$ cat src/rtl/mjp_pkg.sv
// Shared Muk-jji-ppa definitions: move codes, player FSM states
// and small decode helpers used by the player port and game core.
package mjp_pkg;

  typedef enum logic [1:0] {
    ROCK     = 2'b00,
    SCISSORS = 2'b01,
    PAPER    = 2'b10,
    INVALID  = 2'b11
  } move_t;

  typedef enum logic [2:0] {
    IDLE     = 3'd0,
    DEBOUNCE = 3'd1,
    ARMED    = 3'd2,
    ISSUE    = 3'd3,
    RELEASE  = 3'd4
  } state_t;

  function automatic logic onehot3(
    input logic [2:0] b
  );
    return (b != 3'd0) &&
           ((b & (b - 3'd1)) == 3'd0);
  endfunction

  function automatic move_t btn2move(
    input logic [2:0] b
  );
    move_t m;
    unique case (b)
      3'b001:  m = ROCK;
      3'b010:  m = SCISSORS;
      3'b100:  m = PAPER;
      default: m = INVALID;
    endcase
    return m;
  endfunction

  // INVALID is never a legal generated move.
  function automatic move_t rnd2move(
    input logic [1:0] v
  );
    return (v == 2'b11) ? ROCK : move_t'(v);
  endfunction

endpackage

$ cat src/rtl/mjp_lfsr8.sv
// Free-running 8-bit Fibonacci LFSR, x^8+x^6+x^5+x^4+1.
// Reusable as a CPU opponent source.
module mjp_lfsr8 (
  input  logic       CLK,
  input  logic       RST,
  input  logic [7:0] SEED,
  output logic [7:0] Q
);

  logic fb;

  assign fb = Q[7] ^ Q[5] ^ Q[4] ^ Q[3];

  always_ff @(posedge CLK) begin
    if (!RST) begin
      Q <= SEED;
    end else begin
      Q <= {Q[6:0], fb};
    end
  end

endmodule

$ cat src/rtl/mjp_player_input.sv
// Move transmitter for one player port: debounced buttons or
// pseudo-random auto play, issued for one round per tick.
import mjp_pkg::*;

module mjp_player_input #(
  parameter int unsigned DEBOUNCE_CYCLES = 4,
  parameter logic [7:0]  LFSR_SEED       = 8'hA5
) (
  input  logic       CLK,
  input  logic       RST,
  input  logic [2:0] BTN,
  input  logic       AUTO,
  input  logic       ROUND_TICK,
  output logic [1:0] MOVE,
  output logic       MOVE_VALID,
  output logic       ERR
);

  logic [2:0] btn_s1;
  logic [2:0] sb;
  logic       auto_q;
  state_t     state;
  move_t      cand;
  logic [7:0] cnt;
  logic [8:0] cnt_nxt;
  logic [7:0] lfsr_q;
  logic       sb_one;
  logic       sb_multi;
  move_t      sb_move;
  move_t      rnd_move;
  logic       unused_lfsr;

  mjp_lfsr8 u_lfsr (
    .CLK  (CLK),
    .RST  (RST),
    .SEED (LFSR_SEED),
    .Q    (lfsr_q)
  );

  assign sb_one      = onehot3(sb);
  assign sb_multi    = (sb != 3'd0) && !sb_one;
  assign sb_move     = btn2move(sb);
  assign rnd_move    = rnd2move(lfsr_q[1:0]);
  assign cnt_nxt     = {1'b0, cnt} + 9'd1;
  assign unused_lfsr = ^lfsr_q[7:2];

  always_ff @(posedge CLK) begin
    if (!RST) begin
      btn_s1     <= 3'd0;
      sb         <= 3'd0;
      auto_q     <= 1'b0;
      state      <= IDLE;
      cand       <= ROCK;
      cnt        <= 8'd0;
      MOVE       <= INVALID;
      MOVE_VALID <= 1'b0;
      ERR        <= 1'b0;
    end else begin
      btn_s1     <= BTN;
      sb         <= btn_s1;
      auto_q     <= AUTO;
      MOVE       <= INVALID;
      MOVE_VALID <= 1'b0;
      ERR        <= 1'b0;

      // A mode flip drops anything pending, but an issuing
      // move is allowed to finish its round.
      if (state != ISSUE && auto_q != AUTO) begin
        state <= IDLE;
        cnt   <= 8'd0;
      end else begin
        unique case (state)
          IDLE: begin
            if (auto_q) begin
              if (ROUND_TICK) begin
                cand       <= rnd_move;
                MOVE       <= rnd_move;
                MOVE_VALID <= 1'b1;
                state      <= ISSUE;
              end
            end else if (sb_one) begin
              cand  <= sb_move;
              cnt   <= 8'd1;
              state <= DEBOUNCE;
            end else if (sb_multi) begin
              ERR <= 1'b1;
            end
          end

          DEBOUNCE: begin
            if (sb_one && sb_move == cand) begin
              cnt <= cnt_nxt[7:0];
              if (cnt_nxt >= 9'(DEBOUNCE_CYCLES)) begin
                state <= ARMED;
              end
            end else if (sb_one) begin
              cand <= sb_move;
              cnt  <= 8'd1;
            end else if (sb == 3'd0) begin
              cnt   <= 8'd0;
              state <= IDLE;
            end else begin
              ERR   <= 1'b1;
              cnt   <= 8'd0;
              state <= IDLE;
            end
          end

          ARMED: begin
            if (ROUND_TICK) begin
              MOVE       <= cand;
              MOVE_VALID <= 1'b1;
              cnt        <= 8'd0;
              state      <= ISSUE;
            end
          end

          ISSUE: begin
            state <= auto_q ? IDLE : RELEASE;
          end

          RELEASE: begin
            if (sb == 3'd0) begin
              state <= IDLE;
            end
          end

          default: begin
            cnt   <= 8'd0;
            state <= IDLE;
          end
        endcase
      end
    end
  end

endmodule

$ cat config.mk
export PLATFORM = sky130hd
export DESIGN_NAME = mjp_player_input
export DESIGN_NICKNAME = d
export VERILOG_FILES = /design/src/rtl/mjp_pkg.sv /design/src/rtl/mjp_lfsr8.sv /design/src/rtl/mjp_player_input.sv
export SDC_FILE = /design/constraint.sdc
export NUM_CORES = 1
export LEC_CHECK = 0
export BUFFER_PORTS_ARGS = -buffer_cell sky130_fd_sc_hd__buf_4
export CAP_MARGIN = 20
export CORE_UTILIZATION = 60
export CTS_CLUSTER_SIZE = 40
export DETAILED_ROUTE_END_ITERATION = 8
export GPL_ROUTABILITY_DRIVEN = 1
export PLACE_DENSITY = 0.9
export REMOVE_ABC_BUFFERS = 1
export SLEW_MARGIN = 5
export SYNTH_ARGS = -nofsm -noshare
export SYNTH_HDL_FRONTEND = slang
export SYNTH_HIERARCHICAL = 1
export SYNTH_SLANG_ARGS = --single-unit
$ cat constraint.sdc
create_clock -name CLK -period 3 [get_ports CLK]
set_input_delay 0.6 -clock CLK [delete_from_list [all_inputs] [get_ports CLK]]
set_output_delay 0.6 -clock CLK [all_outputs]
set_load 0.005 [all_outputs]
# Yosys cells after proc, flatten, opt, wreduce, memory -nomap -nowiden
# Index checks and enable logic that the tools add are counted.
# op_classes
shift	0
n_reduce_logical	15
add_sub_neg	2
muxes	36
bitwise	7
multipliers	0
n_lt_le_gt_ge	1
n_div	0
n_eq_ne	20
# ops
cell	count
$mux W8	4
$pmux W8 S4	1
$mux W3	8
$mux W2	8
$pmux W3 S5	1
$ne A3 B3 Y1 const B	4
$reduce_and A4 Y1	3
$ne A2 B2 Y1 const B	5
$add A8 B1 Y9 const B	1
$eq A3 B2 Y1 const B	3
$ge A9 B3 Y1 const B	1
$logic_not A3 Y1	3
$mux W1	9
$pmux W2 S2	2
$eq A3 B1 Y1 const B	2
$eq A3 B3 Y1 const B	2
$pmux W2 S3	1
$logic_and A1 B1 Y1	4
$pmux W1 S2	2
$reduce_or A2 Y1	2
$and A3 B3 Y3	1
$ne A3 B2 Y1 const B	1
$not A1 Y1	3
$reduce_bool A3 Y1	1
7 further kinds	9
# totals
reg_bits	32
in_bits	7
latchBits	0
ramBits	0
memories	0
output_inout_bits	4
romBits	0
elab_cells	91

# Logic depth before layout (Yosys ltp)
# logic_depth
ltp_word	10
mapped_depth	6
depth_no_buf	6

# Hierarchy
# Netlist, hierarchy kept.
# by_module_without_submodules
mod	n_inst	area_per_inst_um2	seq_area_each_um2	cells_per_inst
mjp_player_input	1	1356.3	480.5	158
mjp_lfsr8	1	285.3	160.2	21

# Least setup slack after synthesis
# OpenSTA, ideal clock, no wires.
# synth_path
path_type	reg-to-reg
startpoint	register cnt[2]
endpoint	register state[0]
stages_incl_launch_ff	6
synth_period_minus_slack_ns	1.751
arrival_ns	1.664
slack_ns	1.249
n_path_buf	0
setup_ns	0.086
required_ns	2.914
path_cell_list	dfxtp_1 nand3_2 nor2_2 mux2_4 or4_1 a221oi_2
# synth_between
elab_chain_cells	4
# synth_lines
item	line	rtl
from (decl)	mjp_player_input.sv:24	logic [7:0] cnt;
from (signal assigned)	mjp_player_input.sv:92	cnt <= cnt_nxt[7:0];
$add A8 B1 Y9	mjp_player_input.sv:44	assign cnt_nxt = {1'b0, cnt} + 9'd1;
$ge A9 B3 Y1	mjp_player_input.sv:93	if (cnt_nxt >= 9'(DEBOUNCE_CYCLES)) begin
$ne A3 B3 Y1 (no source line)	-	
$reduce_and A4 Y1 (no source line)	-	
to (signal assigned)	mjp_player_input.sv:119	state <= auto_q ? IDLE : RELEASE;
to (decl)	mjp_player_input.sv:22	state_t state;
# No other way between the ends.
# A chain may end at the register's enable or synchronous reset.

# Final worst setup path
# Ends and elaborated chain as after synthesis.

==> impl_metrics.tcl <==
set metrics [dict create \
    run_status "finished, final reports clean" \
    power.share.clock 0.305 \
    top_layer_used "met4" \
    peakVddDrop_uv 393 \
    grt_first_pass_wirelength_um 4870 \
    grt-ovfl-total 0 \
    clock_sink_count 32 \
    drt-total-wl_um 3040 \
    period_minus_slack_ns 1.92 \
    combPwrFrac 0.122 \
    yosys.area.top_type_share 0.390 \
    synth_cell_types 60 \
    clk_latency_ns 0.33 \
    crit_arrival_ns 2.16 \
    rows 18 \
    wl_per_cell_um 13.5 \
    yosys.area.top_type "dfxtp_1" \
    firstDrtPassIters 4 \
    core_um2 2520 \
    layout.cells.non_filler 224 \
    synth_ff_type "dfxtp_1" \
    antenna_found_initial 0 \
    grtUsageTotal 0.241 \
    yosysMostFrequentCell "dfxtp_1" \
    routed-via-count 1297 \
    drc 0 \
    dp.cells 216 \
    crit_fanout 7 \
    ys_ff_latch 32 \
    clock_skew_ns 0.0112 \
    switchingPower_mw 0.214 \
    min_path_type "reg -> reg" \
    ys_seq_area_frac 0.390 \
    slew_viol_final 0 \
    clk_pin_slew_ns 0.10 \
    cts-buffers-inserted 5 \
    rsz0062_at_grt "false" \
    switching_share 0.259 \
    grt_pass1_vias 1194 \
    syn-cell-area_um2 1640 \
    post_cts_buffers 0 \
    intPower_mw 0.611 \
    nets 201 \
    synth_edf_count 0 \
    wl_met1_um 1290 \
    die_w_um 54.3 \
    report.final.setup_viol 0 \
    tightest_slew_ns 0.552 \
    num_io_pins 11 \
    p_leak_nw 0.722 \
    cts-root-buf "clkbuf_4" \
    max_stage_delay_ns 0.48 \
    diodes 0 \
    fp.dieH_um 54.3 \
    dr_wl_met2_um 1510 \
    viasPerCell 5.79 \
    crit_path_start_kind "register" \
    wl_met3_um 120 \
    fmax_ghz 0.522 \
    synthTopCellsByArea "dfxtp_1, and2_1, mux2_1" \
    syn_inst 179 \
    yosys_warnings 6 \
    cts_tree "done" \
    crit_type "reg -> reg" \
    initial_core_util 0.651 \
    grt_start_max_net_pins 21 \
    maxCapViolCount 0 \
    crit_required_ns 3.24 \
    powerDensity_nw_per_um2 463 \
    area_delta_synth_final_pct 8.46 \
    cts_hold_buffers 0 \
    postSynthAreaPerCell_um2 9.17 \
    pwr-share-seq 0.573 \
    slew-limit-headroom 0.630 \
    setup_tns_ns 0 \
    drtIter0Drc 22 \
    crit_path_cell_trace "nand3_2, nor2_2, mux2_4, or4_1, a221oi_2" \
    clk_path_buf_depth 2 \
    final.period_utilization 0.639 \
    port_buffers 10 \
    routabilityCongestion 0.857 \
    fp.dieArea_um2 2950 \
    yosys-top-cells-count "dfxtp_1, nand2_1, a21oi_1, nor2_1, and2_1" \
    ant_nets 0 \
    drive_above_1_share 0.175 \
    async_flop_share 0 \
    cts_htree_levels 2 \
    end_kind "register" \
    crit_path_top_delay_cell "or4_1" \
    hpwl_um 2280 \
    final_hold_viol_count 0 \
    cts_resized 0 \
]
==> logic make-up after synthesis <==
logic type / count (synthesis) / share of synthesized area
xor+xnor: 7 / 0.0419
other cells: 2 / 0.00457
fa+ha+maj: 1 / 0.00762
flops: 32 / 0.390
simple gates: 61 / 0.213
compound gates: 49 / 0.220
buf+inv: 17 / 0.0534
mux: 10 / 0.0694
==> stage by stage <==
step | hold WS (ns) | total power, mW | setup slack [ns] | cell area [um2] | utilization
6_report | 0.442 | 0.824 | 1.08 | 1780 | 0.706
5_1_grt | 0.455 | 0.864 | 0.961 | 1780 | 0.706
4_1_cts | 0.445 | 0.827 | 1.07 | 1780 | 0.706
3_5_place_dp | 0.422 | 0.582 | 1.03 | 1720 | 0.682
3_3_place_gp | 0.413 | 0.575 | 1.08 | 1720 | 0.682
2_1_floorplan | 0.412 | 0.550 | 1.25 | 1610 | -
==> worst max-delay path, delay by kind of cell (launching register included) <==
family          cells  cell delay (ns)
simple gates        3             0.80
mux                 1             0.32
compound gates      1             0.25
flops               1             0.47
==> registers in the layout, summed over array words and instances (netlist names) <==
signal      count
btn_s1          3
MOVE            2
auto_q          1
u_lfsr/Q        8
cand            2
ERR             1
cnt             8
state           3
MOVE_VALID      1
sb              3
==> power groups by stage <==
stage	sequential (mW)	clock, mW	combinational, mW
3_3_place_gp	0.479	0	0.0954
2_1_floorplan	0.475	0	0.0752
6_report	0.472	0.251	0.101
4_1_cts	0.472	0.254	0.100
5_1_grt	0.476	0.275	0.113
3_5_place_dp	0.482	0	0.0994
==> per-layer routing <==
| metal | GRT usage | up-vias |
|---|---|---|
| met5 | 0 | - |
| met4 | 0.162 | 0 |
| met1 | 0.239 | 594 |
| met3 | 0.0694 | 13 |
| li1 | - | 659 |
| met2 | 0.429 | 31 |
==> final cells by class <==
class | count | area (um2)
Multi-Input combinational cell | 136 | 936
Inverter | 8 | 30.0
Clock inverter | 2 | 10.0
Fill cell | 189 | 742
Sequential cell | 32 | 641
Tap cell | 30 | 37.5
Timing Repair Buffer | 10 | 75.1
Clock buffer | 6 | 51.3
==> placed cells by master, fill, tap and decap left out, drive strengths merged, types with 2 or more instances in the layout <==
cell    instances
and3b           2
a21bo           2
nor2b           3
nand2          13
mux2            8
a21o            5
inv             8
nand3           4
a211o           2
and2            9
a22o            2
o21ai          10
a21oi          10
xor2            2
conb            8
nor2           11
buf            10
mux2i           2
or2             2
nand2b          4
o211ai          2
nor3            3
clkinv          2
nor3b           2
a221oi          2
xnor2           5
nor4bb          2
clkbuf          6
o32ai           2
dfxtp          32
==> worst paths after layout <==
kind | start | depth (start not counted) | slack (ns) | end
setup / recovery | cnt[2] | 5 | 1.08 | state[0]
hold / removal | btn_s1[0] | 1 | 0.44 | sb[0]
setup reg to reg | cnt[2] | 5 | 1.08 | state[0]
hold reg to reg | btn_s1[0] | 1 | 0.44 | sb[0]
Note: power is estimated with default switching activity, not from simulation.
